**src/rtl/muldiv_sequencer_if.sv**
```systemverilog
// EX-stage <-> multiply/divide sequencer port bundle.
// Handshake: EX raises start with op/opnd_a/opnd_b and holds them until a rising edge
// sees start=1 while busy=0; that edge takes the request. While busy=1, start is not taken
// and stall=1 tells EX to keep presenting it. done pulses for one cycle before HI/LO change.
interface muldiv_sequencer_if #(
  parameter int WIDTH = 32
);
  logic             start;
  logic [1:0]       op;
  logic [WIDTH-1:0] opnd_a;
  logic [WIDTH-1:0] opnd_b;
  logic             rd_req;
  logic             busy;
  logic             done;
  logic             stall;
  logic [WIDTH-1:0] hi_out;
  logic [WIDTH-1:0] lo_out;
  logic [1:0]       fsm_state;

  modport master (
    output start, op, opnd_a, opnd_b, rd_req,
    input  busy, done, stall, hi_out, lo_out, fsm_state
  );

  modport slave (
    input  start, op, opnd_a, opnd_b, rd_req,
    output busy, done, stall, hi_out, lo_out, fsm_state
  );
endinterface

```
**src/rtl/muldiv_sequencer.sv**
```systemverilog
// Iterative 1-bit/cycle multiply (shift-add) / divide (restoring) unit committing to HI/LO.
// Optional signed MULT/DIV support is built when MULDIV_SIGNED_EN is defined.
module muldiv_sequencer #(
  parameter int WIDTH = 32,
  parameter int CNT_W = 6
) (
  input  logic               clk,
  input  logic               rst,
  muldiv_sequencer_if.slave  bus
);

  typedef enum logic [1:0] {
    IDLE = 2'd0,
    BUSY = 2'd1,
    DONE = 2'd2
  } state_t;

  state_t           state;
  state_t           state_nxt;
  logic [CNT_W-1:0] cnt;
  logic             accept;
  logic             last;

  // operand holds the multiplicand or the divisor; acc_lo holds multiplier or dividend/quotient
  logic [WIDTH-1:0] operand;
  logic [WIDTH-1:0] acc_hi;
  logic [WIDTH-1:0] acc_lo;
  logic             is_div;
  logic [WIDTH-1:0] hi_r;
  logic [WIDTH-1:0] lo_r;

  logic [WIDTH-1:0] a_in;
  logic [WIDTH-1:0] b_in;
  logic [WIDTH:0]   mul_sum;
  logic [WIDTH:0]   div_shift;
  logic [WIDTH:0]   div_diff;
  logic             div_ge;
  logic [WIDTH-1:0] div_rem;
  logic [WIDTH-1:0] res_hi;
  logic [WIDTH-1:0] res_lo;

`ifdef MULDIV_SIGNED_EN
  logic             neg_res;
  logic             neg_rem;
  logic             div_zero;
  logic [2*WIDTH-1:0] prod;
  logic [2*WIDTH-1:0] prod_neg;
`else
  logic             unused_sign_sel;
  assign unused_sign_sel = bus.op[1];
`endif

  assign accept = (state == IDLE) && bus.start;
  assign last   = (cnt == CNT_W'(WIDTH - 1));

  always_ff @(posedge clk or posedge rst) begin
    if (rst) state <= IDLE;
    else     state <= state_nxt;
  end

  always_comb begin
    state_nxt = state;
    case (state)
      IDLE:    if (bus.start) state_nxt = BUSY;
      BUSY:    if (last)      state_nxt = DONE;
      DONE:                   state_nxt = IDLE;
      default:                state_nxt = IDLE;
    endcase
  end

  always_comb begin
`ifdef MULDIV_SIGNED_EN
    a_in = (bus.op[1] && bus.opnd_a[WIDTH-1]) ? -bus.opnd_a : bus.opnd_a;
    b_in = (bus.op[1] && bus.opnd_b[WIDTH-1]) ? -bus.opnd_b : bus.opnd_b;
`else
    a_in = bus.opnd_a;
    b_in = bus.opnd_b;
`endif
    mul_sum   = {1'b0, acc_hi} + ({1'b0, operand} & {(WIDTH+1){acc_lo[0]}});
    div_shift = {acc_hi, acc_lo[WIDTH-1]};
    div_diff  = div_shift - {1'b0, operand};
    div_ge    = (div_shift >= {1'b0, operand});
    div_rem   = div_ge ? div_diff[WIDTH-1:0] : div_shift[WIDTH-1:0];
  end

  // Sign correction happens combinationally so the DONE edge commits the final value
  always_comb begin
    res_hi = acc_hi;
    res_lo = acc_lo;
`ifdef MULDIV_SIGNED_EN
    prod     = {acc_hi, acc_lo};
    prod_neg = -prod;
    if (is_div) begin
      res_hi = neg_rem ? -acc_hi : acc_hi;
      if (div_zero)     res_lo = '1;
      else if (neg_res) res_lo = -acc_lo;
    end else if (neg_res) begin
      res_hi = prod_neg[2*WIDTH-1:WIDTH];
      res_lo = prod_neg[WIDTH-1:0];
    end
`endif
  end

  always_ff @(posedge clk or posedge rst) begin
    if (rst) begin
      cnt     <= '0;
      operand <= '0;
      acc_hi  <= '0;
      acc_lo  <= '0;
      is_div  <= 1'b0;
      hi_r    <= '0;
      lo_r    <= '0;
`ifdef MULDIV_SIGNED_EN
      neg_res  <= 1'b0;
      neg_rem  <= 1'b0;
      div_zero <= 1'b0;
`endif
    end else if (accept) begin
      cnt    <= '0;
      is_div <= bus.op[0];
      acc_hi <= '0;
      if (bus.op[0]) begin
        operand <= b_in;
        acc_lo  <= a_in;
      end else begin
        operand <= a_in;
        acc_lo  <= b_in;
      end
`ifdef MULDIV_SIGNED_EN
      neg_res  <= bus.op[1] & (bus.opnd_a[WIDTH-1] ^ bus.opnd_b[WIDTH-1]);
      neg_rem  <= bus.op[1] & bus.opnd_a[WIDTH-1];
      div_zero <= (bus.opnd_b == '0);
`endif
    end else if (state == BUSY) begin
      cnt <= cnt + CNT_W'(1);
      if (is_div) begin
        acc_hi <= div_rem;
        acc_lo <= {acc_lo[WIDTH-2:0], div_ge};
      end else begin
        acc_hi <= mul_sum[WIDTH:1];
        acc_lo <= {mul_sum[0], acc_lo[WIDTH-1:1]};
      end
    end else if (state == DONE) begin
      hi_r <= res_hi;
      lo_r <= res_lo;
    end
  end

  assign bus.busy      = (state != IDLE);
  assign bus.done      = (state == DONE);
  assign bus.stall     = (state != IDLE) && (bus.start || bus.rd_req);
  assign bus.hi_out    = hi_r;
  assign bus.lo_out    = lo_r;
  assign bus.fsm_state = state;

endmodule

```
**src/flat_wrapper.sv**
```systemverilog
// flat-port wrapper written by rule: the top's interface ports become plain ports
module muldiv_sequencer_flat 
#(
  parameter int WIDTH = 32,
  parameter int CNT_W = 6
)
  (clk, rst, bus_start, bus_op, bus_opnd_a, bus_opnd_b, bus_rd_req, bus_busy, bus_done, bus_stall, bus_hi_out, bus_lo_out, bus_fsm_state);
  muldiv_sequencer_if #(.WIDTH(WIDTH)) bus_i ();
  input  logic clk;
  input  logic rst;
  input wire logic [$bits(bus_i.start)-1:0] bus_start;
  input wire logic [$bits(bus_i.op)-1:0] bus_op;
  input wire logic [$bits(bus_i.opnd_a)-1:0] bus_opnd_a;
  input wire logic [$bits(bus_i.opnd_b)-1:0] bus_opnd_b;
  input wire logic [$bits(bus_i.rd_req)-1:0] bus_rd_req;
  output wire logic [$bits(bus_i.busy)-1:0] bus_busy;
  output wire logic [$bits(bus_i.done)-1:0] bus_done;
  output wire logic [$bits(bus_i.stall)-1:0] bus_stall;
  output wire logic [$bits(bus_i.hi_out)-1:0] bus_hi_out;
  output wire logic [$bits(bus_i.lo_out)-1:0] bus_lo_out;
  output wire logic [$bits(bus_i.fsm_state)-1:0] bus_fsm_state;
  assign bus_i.start = bus_start;
  assign bus_i.op = bus_op;
  assign bus_i.opnd_a = bus_opnd_a;
  assign bus_i.opnd_b = bus_opnd_b;
  assign bus_i.rd_req = bus_rd_req;
  assign bus_busy = bus_i.busy;
  assign bus_done = bus_i.done;
  assign bus_stall = bus_i.stall;
  assign bus_hi_out = bus_i.hi_out;
  assign bus_lo_out = bus_i.lo_out;
  assign bus_fsm_state = bus_i.fsm_state;
  muldiv_sequencer #(.WIDTH(WIDTH), .CNT_W(CNT_W)) u_core (.clk(clk), .rst(rst), .bus(bus_i));
endmodule
```
**config.mk**
```make
export PLATFORM = sky130hd
export DESIGN_NAME = muldiv_sequencer_flat
export DESIGN_NICKNAME = d
export VERILOG_FILES = /design/src/rtl/muldiv_sequencer_if.sv /design/src/rtl/muldiv_sequencer.sv /design/src/flat_wrapper.sv
export SDC_FILE = /design/constraint.sdc
export NUM_CORES = 1
export LEC_CHECK = 0
export ABC_AREA = 0
export BUFFER_PORTS_ARGS = -buffer_cell sky130_fd_sc_hd__buf_4
export CAP_MARGIN = 10
export CORE_AREA = 2 2 222 137
export DETAILED_ROUTE_END_ITERATION = 8
export DIE_AREA = 0 0 224 139
export GPL_TIMING_DRIVEN = 0
export RECOVER_POWER = 50
export SLEW_MARGIN = 20
export SYNTH_ARGS = -nofsm -noshare
export SYNTH_HDL_FRONTEND = slang
export SYNTH_SLANG_ARGS = --single-unit
```
**constraint.sdc**
```tcl
create_clock -name clk -period 12.6 [get_ports clk]
set_input_delay 0 -clock clk [delete_from_list [all_inputs] [get_ports clk]]
set_output_delay 0 -clock clk [all_outputs]
set_load 0.1 [all_outputs]
```
-- After elaboration in Yosys (flattened, before gate mapping)
Cells that the tools add are included.
- flip-flop bits (word level): 169
- bits in latches: 0
- memory bits (writable): 0
- ROM bits: 0
- input port bits: 70
- output and inout port bits: 69
- word-level logic and storage cells: 42
- memories: 0
- add/subtract/negate cells: 3
- multipliers: 0
- divide/modulo/power cells: 0
- order comparisons: 1
- eq/ne operators: 5
- shift operators: 0
- mux-type cells: 14
- bitwise logic cells: 3
- reductions and logical operators: 8
- operator list (kind ; number):
    32-bit 2-to-1 mux ; 9
    32-bit by 33-bit adder with 33-bit output ; 1
    32-bit by 33-bit AND with 33-bit output ; 1
    33-bit by 32-bit greater-or-equal comparator with 1-bit output ; 1
    32-bit subtractor ; 1
    6-bit 2-to-1 mux ; 2
    6-bit by 1-bit adder with 6-bit output, second input constant ; 1
    6-bit by 5-bit == test with 1-bit output, second input constant ; 1
    2-bit 2-to-1 mux ; 2
    2-bit one-hot mux with 2 select lines ; 1
    2-bit nonzero test ; 2
    3-bit AND reduction ; 1
    2-bit by 1-bit == test with 1-bit output, second input constant ; 1
    2-bit == test, second input constant ; 1
    1-bit logical AND ; 2
    2-bit logical NOT ; 1
    2-bit by 1-bit != test with 1-bit output, second input constant ; 1
    2-bit != test, second input constant ; 1
    1-bit inverter ; 2
    2-bit AND reduction ; 1
    1-bit logical OR ; 1

-- Depth between registers and ports, before layout
Gate-level depths: netlist of the first run.
- depth in word-level cells: 5
- depth in mapped cells: 15
- depth with buffers taken out: 14

-- Least setup slack after synthesis of the first run
OpenSTA, ideal clock, no wires.
- path type: flip-flop to flip-flop
- start point: reg u_core.state[1], in the netlist u_core.bus.fsm_state[1]
- end point: reg u_core.hi_r[14], in the netlist u_core.bus.hi_out[14]
- library setup time: 127 ps
- arrival time: 3028 ps
- data required time: 12473 ps
- slack: 9445 ps
- stages on the path, launching flop included: 5
- clock period less this slack: 3155 ps
- cell sequence: dfrtp_1 nor2b_1 clkbuf_1 buf_1 mux2_2
- elaborated cells between the ends (all ways): 7
- RTL lines (item ; RTL line ; text):
    start: declaration ; muldiv_sequencer.sv:18 ; state_t state;
    start signal: assignment ; muldiv_sequencer.sv:58 ; else state <= state_nxt;
    2-bit == test ; - ;
    net bus_done ; flat_wrapper.sv:17 ; output wire logic [$bits(bus_i.done)-1:0] bus_done;
    3-bit AND reduction (no line) ; - ;
    end signal: assignment ; muldiv_sequencer.sv:144 ; hi_r <= res_hi;
    end: declaration ; muldiv_sequencer.sv:29 ; logic [WIDTH-1:0] hi_r;
The timed path passes the listed nets, and every way through them passes these cells.
A chain may end at the register's enable or synchronous reset.

-- Final worst setup path of the first run
- start point: reg u_core.acc_lo[0]
- end point: reg u_core.acc_hi[31]
- word-level cells in the longest chain between the ends: 5
- ends and longest elaborated chain (item ; RTL line ; text):
    start: declaration ; muldiv_sequencer.sv:27 ; logic [WIDTH-1:0] acc_lo;
    start signal: assignment ; muldiv_sequencer.sv:124 ; acc_lo <= a_in;
    start signal: assignment ; muldiv_sequencer.sv:127 ; acc_lo <= b_in;
    start signal: assignment ; muldiv_sequencer.sv:138 ; acc_lo <= {acc_lo[WIDTH-2:0], div_ge};
    32-bit by 33-bit AND with 33-bit output ; muldiv_sequencer.sv:79 ; mul_sum = {1'b0, acc_hi} + ({1'b0, operand} & {(WIDTH+1){acc_lo[0]}});
    32-bit by 33-bit adder with 33-bit output ; muldiv_sequencer.sv:79 ;
    32-bit 2-to-1 mux ; muldiv_sequencer.sv:136 ; if (is_div) begin
    32-bit 2-to-1 mux ; muldiv_sequencer.sv:134 ; end else if (state == BUSY) begin
    32-bit 2-to-1 mux ; muldiv_sequencer.sv:118 ; end else if (accept) begin
    end signal: assignment ; muldiv_sequencer.sv:137 ; acc_hi <= div_rem;
    end signal: assignment ; muldiv_sequencer.sv:140 ; acc_hi <= mul_sum[WIDTH:1];
    end: declaration ; muldiv_sequencer.sv:26 ; logic [WIDTH-1:0] acc_hi;
Every way passes these cells. The select of a mux whose other input is x is not followed.

==> impl_metrics.tcl, run 1 <==
set metrics [dict create \
    status "complete, but fails checks" \
    violations "max-capacitance violations, max-slew violations" \
    max_cap_violations 1 \
    cts_hold_buffers 97 \
    core_area_um2 29240 \
    endpoint "u_core.acc_hi[31]" \
    arrival_ns 5.12 \
    synth_edf_count 0 \
    yosys.area.top_type "dfrtp_1" \
    diodes 0 \
    area_delta_synth_final_pct 25.65 \
    r2r-end "u_core.acc_hi[31]" \
    hpwl_um 29010 \
    postSynthAreaPerCell_um2 9.477 \
    path_cells "clkbuf_1 > nand2_1 > fa_1 > nor2b_1 > o31a_1 > o2111ai_2 > a211oi_1 > nor3_2 > nor3_1 > o41ai_2 > o21ai_1 > a2111oi_2 > nor4_2" \
    synth_area_leaders "dfrtp_1 37%, mux2i_1 9.8%, ha_1 7.1%" \
    antenna_found_initial 0 \
    dr_total_vias 10740 \
    grt_pass1_wl_um 61000 \
    synth_common_cells "169 x dfrtp_1, 122 x nand2_1, 113 x mux2i_1, 96 x o21ai_0, 67 x a21oi_1" \
    crit_type "flip-flop to flip-flop" \
    fin_crit_ns 4.756 \
    dieArea_um2 31140 \
    fp.dieW_um 224 \
    hold_viol_final 0 \
    cts-resized-gates 0 \
    cts_setup_buffers 0 \
    slowest_delay_ns 0.77 \
    synth_compound_area_frac 0.1943 \
    ys_async_sr_fraction 1.000 \
    drc 0 \
    crit_path_start_kind "flip-flop" \
    yosysUniqueCellTypes 70 \
    dr.first_iter.drc_count 1058 \
    die_y_um 139 \
    grt_max_degree 100 \
    routedWlPerCell_um 20.88 \
    cts_buffers 17 \
    yosys_warnings 0 \
    track_usage 0.2545 \
    power.leakage_nw 6.435 \
    cts.sinks 169 \
    vias_per_cell 5.776 \
    tns_ns 0 \
    yosysSeqAreaShare 0.3682 \
    drtAntennaViolNets 0 \
    nets 1602 \
    io_buffers 136 \
    tritoncts "yes" \
    p_per_area_nw_per_um2 255.1 \
    finalSetupViolCount 0 \
    gp_congestion 0.9561 \
    synthXorXnorAreaFrac 0.03813 \
    hold_ws_ns 0.1118 \
    clk_latency_ns 0.47 \
    startpoint "u_core.acc_lo[0]" \
    synth_flop_cell "dfrtp_1" \
    slew_violations 71 \
    critical_path_required_ns 12.96 \
    row_count 49 \
    muxShareOfSynthArea 0.1622 \
    grt_pass1_vias 10340 \
    start_util 0.3928 \
    drive_gt1_frac 0.1346 \
    ff_latch_area_um2 4229 \
    synth_fp_nets 1349 \
    worstMarginPinSlew_ns 3.320 \
    regToRegStartpoint "u_core.acc_lo[0]" \
    crit_family "compound AO/OA/AOI/OAI gates" \
    yosys.area_share.simple 0.1212 \
    pin_count 139 \
    slew_headroom -1.226 \
    multi_input_area_um2 6783 \
    cp-end-kind "flip-flop" \
    htree_levels 4 \
    drt-total-wl_um 38830 \
    synthAdderAreaFrac 0.07429 \
    synthCells 1212 \
    reg2reg_depth 13 \
    clock_path_buffers 2 \
    yosysMostFrequentCell "dfrtp_1" \
    path_depth 13 \
    critPathMaxFanout 10 \
    crit_slowest_cell "a211oi_1" \
    r2r_setup_slack_ns 7.84 \
    root_buffer "clkbuf_16" \
    synth_seq_cells 169 \
    synth_top_area_frac 0.3682 \
    fin_skew_ns 0.01383 \
    irDropWorstVdd_mv 0.1281 \
    drt-pass1-iter-count 5 \
    clkTransAtPathRegs_ns 0.07 \
    num-fill-cells 2766 \
    fmax_mhz 210.3 \
    synth_top_family_by_area "compound AO/OA/AOI/OAI gates" \
    post-route-period-util 0.3774 \
    overflow 0 \
    rsz0062_at_grt "false" \
    netlist_area_um2 11490 \
    min_path_type "input port to flip-flop" \
    crit_buf_inv 1 \
]
-- per-stage QoR --
stage / util / cells / worst slack, ns / power, mW / cell area [µm²]
6_report: 0.4935 / 1860 / 7.844 / 3.682 / 14430
5_1_grt: 0.4935 / 1860 / 7.724 / 3.917 / 14430
4_1_cts: 0.5019 / 1860 / 8.010 / 3.621 / 14680
3_5_place_dp: 0.4453 / 1731 / 8.043 / 2.959 / 13020
3_3_place_gp: 0.4440 / 1730 / 5.795 / 2.924 / 12990
2_1_floorplan: - / 1212 / 8.025 / 2.389 / 11490
-- worst min-delay path by stage --
stage                        start              endpoint  slack, ns  depth (start not counted)
detailed placement             rst  u_core.bus.lo_out[5]       0.09                          2
global route             bus_start     u_core.acc_hi[30]       0.14                          4
finish                   bus_start     u_core.acc_hi[30]       0.11                          4
global placement     bus_opnd_a[8]     u_core.operand[8]       0.31                          3
CTS                      bus_start     u_core.acc_hi[30]       0.10                          4
floorplan           bus_opnd_a[10]    u_core.operand[10]       0.20                          2
-- sequential cells by signal (all words and copies together) (netlist names) --
register and cells:
u_core.acc_hi 32, u_core.acc_lo 32, u_core.bus.hi_out 32, u_core.bus.lo_out 32, u_core.operand 32, u_core.cnt 6, u_core.bus.fsm_state 2, u_core.is_div 1
-- cells in the final DEF (no fill, tap or decap), types with 22 or more instances in the layout --
master	count
a21o_1	28
a21oi_1	66
and2_1	35
buf_4	71
clkbuf_1	112
dfrtp_1	169
dlygate4sd3_1	97
ha_1	65
inv_1	58
mux2_2	65
mux2i_1	113
nand2_1	122
nand3_1	22
nor2_1	47
o21ai_0	96
o221ai_1	37
xnor2_1	38
-- cell type report --
class | instances | share of cell area
Multi-Input combinational cell | 922 | 0.4700
Sequential cell | 169 | 0.2930
Timing Repair Buffer | 234 | 0.1233
Clock buffer | 21 | 0.03329
Tap cell | 382 | 0.03312
Buffer | 62 | 0.01777
Inverter | 59 | 0.01543
Clock inverter | 11 | 0.01413
-- routing by layer --
metal  global-route usage  wire length (µm)  up-vias  share of wire
met5                    0                 0        -              0
met4              0.06842               701        0          0.018
met3              0.05212              2832       50          0.073
met2               0.3516             15870      408           0.41
met1               0.3957             19430     5341           0.50
li1                     -                 -     4944              -
-- worst min-delay path, cell delays in order --
cell and delay, ns:
buf_4 0.12, a21oi_2 0.18, nand2_1 0.16, a21oi_1 0.07
-- logic make-up after synthesis --
logic type	count (synthesis)
multiplexers	178
XOR/XNOR	50
buffers and inverters	121
adder cells (fa/ha/maj)	67
AND/OR/NAND/NOR	292
flip-flops	169
AO/OA/AOI/OAI	335
-- power breakdown --
part / leakage [nW] / switching (mW) / total (mW) / internal, mW
Clock: 0.333 / 0.250 / 0.627 / 0.377
Sequential: 2.05 / 0.220 / 0.915 / 0.695
Combinational: 4.05 / 1.26 / 2.14 / 0.882
Note: power is estimated with default switching activity, not from simulation.
==> run 2: changes to the inputs <==
==> constraint.sdc (replaced) <==
create_clock -name clk -period 4.45 [get_ports clk]
set_input_delay 0 -clock clk [delete_from_list [all_inputs] [get_ports clk]]
set_output_delay 0 -clock clk [all_outputs]
set_load 0.1 [all_outputs]
==> run 2 against run 1 <==
Cell count increased by 0.27%. Core utilization increased by 0.077 points. Non-clock buffer count increased by 5. The flow still finishes with violations (max-capacitance violations, max-slew violations). Sequential power increased to 2.8 times the previous value. Clock skew decreased by 0.0029 ns. Routed wire length increased by 0.37%. Largest cell class unchanged. Count of clock-buffer cells in the layout decreased by 2. Via count increased by 0.10%. Global-route usage decreased by 0.35 points. Critical path depth increased by 1.
==> impl_metrics.tcl, run 2 (synthesis gave the netlist of run 1 again) <==
set metrics [dict create \
    status "complete, but fails checks" \
    violations "max-capacitance violations, max-slew violations" \
    area_delta_synth_final_pct 25.85 \
    max_cap_violations 4 \
    cpMostUsedCell "a21oi_1" \
    tritoncts "yes" \
    power_mw 10.19 \
    arrival_ns 4.59 \
    hold_viol_final 0 \
    crit_buf_inv 2 \
    fin_skew_ns 0.01094 \
    dieArea_um2 31140 \
    drt-total-wl_um 38980 \
    routedWlPerCell_um 20.90 \
    tns_ns 0 \
    die_y_um 139 \
    r2r_setup_slack_ns 0.19 \
    critical_path_required_ns 4.78 \
    crit_slowest_cell "nor4bb_1" \
    min_path_type "input port to asynchronous set/reset pin" \
    pin_count 139 \
    num-fill-cells 2746 \
    path_cells "clkbuf_2 > nand2_1 > inv_1 > ha_1 > a211oi_1 > o21ai_0 > nor4bb_1 > o21ai_1 > a31o_2 > o21ai_0 > a21oi_1 > a21oi_1 > mux2i_1 > a21oi_1" \
    crit_path_start_kind "flip-flop" \
    dr_total_vias 10750 \
    core_area_um2 29240 \
    fp.dieW_um 224 \
    diodes 0 \
    regToRegStartpoint "u_core.acc_lo[0]" \
    dp_slack_ns -0.2252 \
    swShare 0.4785 \
    r2r-end "u_core.acc_hi[30]" \
    crit_family "compound AO/OA/AOI/OAI gates" \
    crit_type "flip-flop to flip-flop" \
    final_common_cell "dfrtp_1" \
    sequentialPowerShare 0.254 \
    root_buffer "clkbuf_16" \
    cp-end-kind "flip-flop" \
    slew_violations 128 \
    grt_pass1_wl_um 60090 \
    io_buffers 136 \
    start_util 0.3928 \
    finalSetupViolCount 0 \
    drt-pass1-iter-count 5 \
    hpwl_um 29520 \
    ff_latch_area_um2 4229 \
    slowest_delay_ns 0.56 \
    p_comb_frac 0.593 \
    cts_setup_buffers 0 \
    critPathMaxFanout 10 \
    multi_input_area_um2 6795 \
    power.leakage_nw 6.498 \
    cts.sinks 169 \
    internal_power_mw 5.316 \
    clkTransAtPathRegs_ns 0.07 \
    rsz0062_at_grt "false" \
    cts_buffers 17 \
    htree_levels 4 \
    worstMarginPinSlew_ns 1.887 \
    gp_congestion 0.9557 \
    drtAntennaViolNets 0 \
    track_usage 0.2510 \
    reg2reg_depth 14 \
    row_count 49 \
    dp_cells 1736 \
    post-route-period-util 0.9570 \
    final_cell_mix "169 x dfrtp_1, 122 x nand2_1, 113 x mux2i_1" \
    grt_pass1_vias 10040 \
    irDropWorstVdd_mv 0.4022 \
    p_switching_mw 4.877 \
    grt_max_degree 34 \
    worst_slack_ns 0.1912 \
    slew_headroom -0.2578 \
    clk_latency_ns 0.46 \
    clockPowerShare 0.153 \
    hold_ws_ns 0.1221 \
    drive_gt1_frac 0.1544 \
    overflow 0 \
    p_per_area_nw_per_um2 705.1 \
    vias_per_cell 5.766 \
    drc 0 \
    clock_path_buffers 2 \
    fmax_mhz 234.8 \
    nets 1607 \
    antenna_found_initial 0 \
    dr.first_iter.drc_count 1072 \
    fin_crit_ns 4.259 \
    instances_no_fill 1865 \
]
-- run 2: changes by cell type in the layout (fill, tap and decap cells not counted), moves of 2 or more --
cell	delta
clkinv_4	+2
clkbuf_8	-3
buf_4	+30
clkinv_2	+4
clkbuf_1	-24
bufinv_16	-3
-- run 2: worst max path at each step --
stage | from | endpoint | slack, ns | depth (start not counted)
2_1_floorplan | u_core.bus.fsm_state[1] | u_core.bus.hi_out[14] | 1.30 | 4
3_3_place_gp | u_core.acc_lo[0] | u_core.acc_hi[31] | -0.10 | 13
3_5_place_dp | u_core.acc_lo[0] | u_core.acc_hi[31] | -0.23 | 13
5_1_grt | u_core.acc_lo[0] | u_core.acc_hi[28] | 0.02 | 13
6_report | u_core.acc_lo[0] | u_core.acc_hi[30] | 0.19 | 14
4_1_cts | u_core.acc_lo[0] | u_core.acc_hi[31] | 0.01 | 13
-- run 2: per-layer routing --
layer,wire (µm),track usage
met5,0,0
met4,488,0.04737
met3,3158,0.05593
met2,16080,0.3547
met1,19250,0.3885
-- run 2: through the flow --
| stage | area, µm² | utilization |
|---|---|---|
| 6_report | 14460 | 0.4943 |
| 2_1_floorplan | 11490 | - |
| 5_1_grt | 14460 | 0.4943 |
| 3_3_place_gp | 12990 | 0.4441 |
| 3_5_place_dp | 13120 | 0.4486 |
| 4_1_cts | 14680 | 0.5020 |
-- run 2: cell type report --
type	instances	area share
inverter	59	0.01541
buffer	62	0.01783
multi-input combinational	922	0.4701
clock buffer	19	0.03064
sequential	169	0.2926
clock inverter	13	0.009868
timing repair buffer	239	0.1305
tap	382	0.03307
-- run 2: timing repair --
item                                   4_1_cts  5_1_grt
hold buffers                                97        0
endpoints found under the hold margin      148        0
setup endpoints to repair                    2        6
gates cloned                                 0        0
gates resized for setup                      1        4
-- run 2: worst register-to-register path: cells and delay by family, from the launching register on --
kind | cells | cell delay (ns)
compound gates | 8 | 1.92
fa+ha+maj | 1 | 0.29
buf+inv | 2 | 0.38
flops | 1 | 0.55
mux | 1 | 0.22
simple gates | 2 | 0.77
-- run 2: power by group through the flow --
stage	clock network (mW)	logic [mW]	registers, mW
5_1_grt	1.64	6.57	2.63
2_1_floorplan	0	4.44	2.33
4_1_cts	1.57	5.92	2.57
3_3_place_gp	0	5.68	2.58
6_report	1.56	6.04	2.59
3_5_place_dp	0	5.80	2.59
==> run 3: changes to the inputs <==
--- a/config.mk
+++ b/config.mk
@@ -8,9 +8,9 @@
 export ABC_AREA = 0
 export BUFFER_PORTS_ARGS = -buffer_cell sky130_fd_sc_hd__buf_4
 export CAP_MARGIN = 10
-export CORE_AREA = 2 2 222 137
+export CORE_AREA = 2 2 142 213
 export DETAILED_ROUTE_END_ITERATION = 8
-export DIE_AREA = 0 0 224 139
+export DIE_AREA = 0 0 144 215
 export GPL_TIMING_DRIVEN = 0
 export RECOVER_POWER = 50
 export SLEW_MARGIN = 20
==> run 3 against run 2 <==
Clock skew is 0.0024 ns higher. Critical endpoint is now u_core.acc_hi[31]. Clock power is 5% higher. First-iteration DRC count fell by 47%. Critical path type unchanged. Final area fell by 0.39%. Sequential share of layout area grew 0.11 points. Core utilization is 0.10 points lower. Routed wire length decreased by 4.5%. The flow still finishes with violations (max-capacitance violations, max-slew violations). Largest power group unchanged. Sequential power is essentially flat. Critical path depth down 1. Via count down 2.7%.
==> impl_metrics.tcl, run 3 (synthesis gave the netlist of run 1 again) <==
set metrics [dict create \
    cp-end-kind "flip-flop" \
    dieArea_um2 30960 \
    pin_count 139 \
    status "complete, but fails checks" \
    reg2reg_depth 13 \
    clk_latency_ns 0.47 \
    fp.dieW_um 144 \
    critical_path_required_ns 4.83 \
    dp_slack_ns -0.08720 \
    slew_headroom -0.2393 \
    path_cells "clkbuf_1 > nand2_1 > fa_1 > nor2b_1 > o31a_1 > o2111ai_2 > a211oi_2 > nor3_2 > nor3_1 > o41ai_2 > o21ai_1 > a2111oi_2 > nor4_2" \
    drc 0 \
    crit_type "flip-flop to flip-flop" \
    violations "max-capacitance violations, max-slew violations" \
    worstMarginPinSlew_ns 1.859 \
    finalSetupViolCount 0 \
    nets 1606 \
    rsz0062_at_grt "false" \
    grt_max_degree 34 \
    crit_path_start_kind "flip-flop" \
    vias_per_cell 5.578 \
    tritoncts "yes" \
    irDropWorstVdd_mv 0.3983 \
    arrival_ns 4.67 \
    antenna_found_initial 0 \
    critPathMaxFanout 10 \
    final_common_cell "dfrtp_1" \
    worst_slack_ns 0.1615 \
    min_path_type "input port to flip-flop" \
    routedWlPerCell_um 19.84 \
    cts.sinks 169 \
    final_cell_mix "169 x dfrtp_1, 122 x nand2_1, 119 x clkbuf_1" \
    dr_total_vias 10470 \
    htree_levels 4 \
    overflow 0 \
    fin_crit_ns 4.289 \
    drt-pass1-iter-count 6 \
    clock_path_buffers 2 \
    startpoint "u_core.acc_lo[0]" \
    drive_gt1_frac 0.1330 \
    hold_viol_final 0 \
    row_count 77 \
    dr.first_iter.drc_count 564 \
    diodes 0 \
    slowest_delay_ns 0.59 \
    cts_setup_buffers 0 \
    max_cap_violations 3 \
    path_depth 13 \
    io_buffers 136 \
    hpwl_um 28570 \
    power_mw 10.12 \
    regToRegStartpoint "u_core.acc_lo[0]" \
    grt_pass1_wl_um 58550 \
    post-route-period-util 0.9637 \
    fmax_mhz 233.2 \
    drt-total-wl_um 37230 \
    endpoint "u_core.acc_hi[31]" \
    crit_buf_inv 1 \
    r2r-end "u_core.acc_hi[31]" \
    crit_slowest_cell "dfrtp_1" \
    fin_skew_ns 0.01335 \
    track_usage 0.2472 \
    core_area_um2 29190 \
    root_buffer "clkbuf_16" \
    clkTransAtPathRegs_ns 0.08 \
    slew_violations 94 \
    area_delta_synth_final_pct 25.36 \
    cts_buffers 17 \
    drtAntennaViolNets 0 \
    die_y_um 215 \
    start_util 0.3935 \
    p_per_area_nw_per_um2 702.9 \
    r2r_setup_slack_ns 0.16 \
    power.leakage_nw 6.391 \
    gp_congestion 0.9409 \
    grt_pass1_vias 10820 \
    crit_family "compound AO/OA/AOI/OAI gates" \
]
[run 3: cell types whose count changed in the layout (fill, tap and decap cells not counted), moves of 2 or more]
| cell | before | now |
|---|---|---|
| clkinv_2 | 4 | 1 |
| clkbuf_1 | 88 | 119 |
| clkinvlp_4 | 1 | 3 |
| bufinv_16 | 2 | 4 |
| buf_4 | 101 | 69 |
[run 3: how the worst min path moves through the flow]
stage | from | endpoint | slack [ns] | depth (start not counted)
5_1_grt | bus_start | u_core.acc_hi[30] | 0.13 | 4
4_1_cts | bus_start | u_core.acc_hi[30] | 0.08 | 4
3_5_place_dp | rst | u_core.bus.lo_out[24] | 0.09 | 2
6_report | bus_start | u_core.acc_hi[30] | 0.12 | 4
2_1_floorplan | bus_opnd_a[10] | u_core.operand[10] | 0.20 | 2
3_3_place_gp | bus_opnd_a[25] | u_core.operand[25] | 0.31 | 3
[run 3: layout make-up]
class / instances / area [µm²]
plain buffers: 62 / 256.5
clock buffers: 18 / 429.2
clock inverters: 13 / 193.9
fillers: 2799 / 14790
inverters: 59 / 222.7
multi-input cells: 922 / 6794
flip-flops and latches: 169 / 4229
well taps: 395 / 494.2
repair buffers: 238 / 1779
[run 3: worst register-to-register path, delay by kind of cell, from the launching register on]
kind / cells / cell delay [ns]
simple gates: 5 / 1.23
compound gates: 6 / 1.44
fa+ha+maj: 1 / 0.48
flops: 1 / 0.59
buf+inv: 1 / 0.47
[run 3: stage by stage]
| step | cell area [µm²] | std cells | setup TNS [ns] | utilization | hold WS [ns] |
|---|---|---|---|---|---|
| 4_1_cts | 14710 | 1876 | 0 | 0.5038 | 0.08269 |
| 5_1_grt | 14400 | 1876 | 0 | 0.4932 | 0.1303 |
| 6_report | 14400 | 1876 | 0 | 0.4932 | 0.1173 |
| 3_5_place_dp | 13110 | 1748 | -0.08720 | 0.4491 | 0.09115 |
| 2_1_floorplan | 11490 | 1212 | 0 | - | 0.1962 |
| 3_3_place_gp | 13010 | 1743 | -0.03309 | 0.4455 | 0.3100 |
[run 3: repair_timing]
action                                  4_1_cts  5_1_grt
resized for setup                             1        1
endpoints found under the setup margin        1        3
gates cloned                                  0        0
hold endpoints to repair                    141        0
hold buffers                                 97        0
[run 3: routing by layer]
| metal | global-route usage | vias to the layer above | share of wire |
|---|---|---|---|
| met5 | 0 | - | 0 |
| met4 | 0.1392 | 0 | 0.055 |
| met3 | 0.04367 | 107 | 0.043 |
| met2 | 0.4354 | 319 | 0.51 |
| met1 | 0.2770 | 5096 | 0.39 |
| li1 | - | 4943 | - |
[run 3: power breakdown]
group	internal, mW	total (mW)	switching (mW)
registers	1.97	2.57	0.598
clock network	0.944	1.64	0.696
logic	2.49	5.91	3.42
total	5.41	10.1	4.71
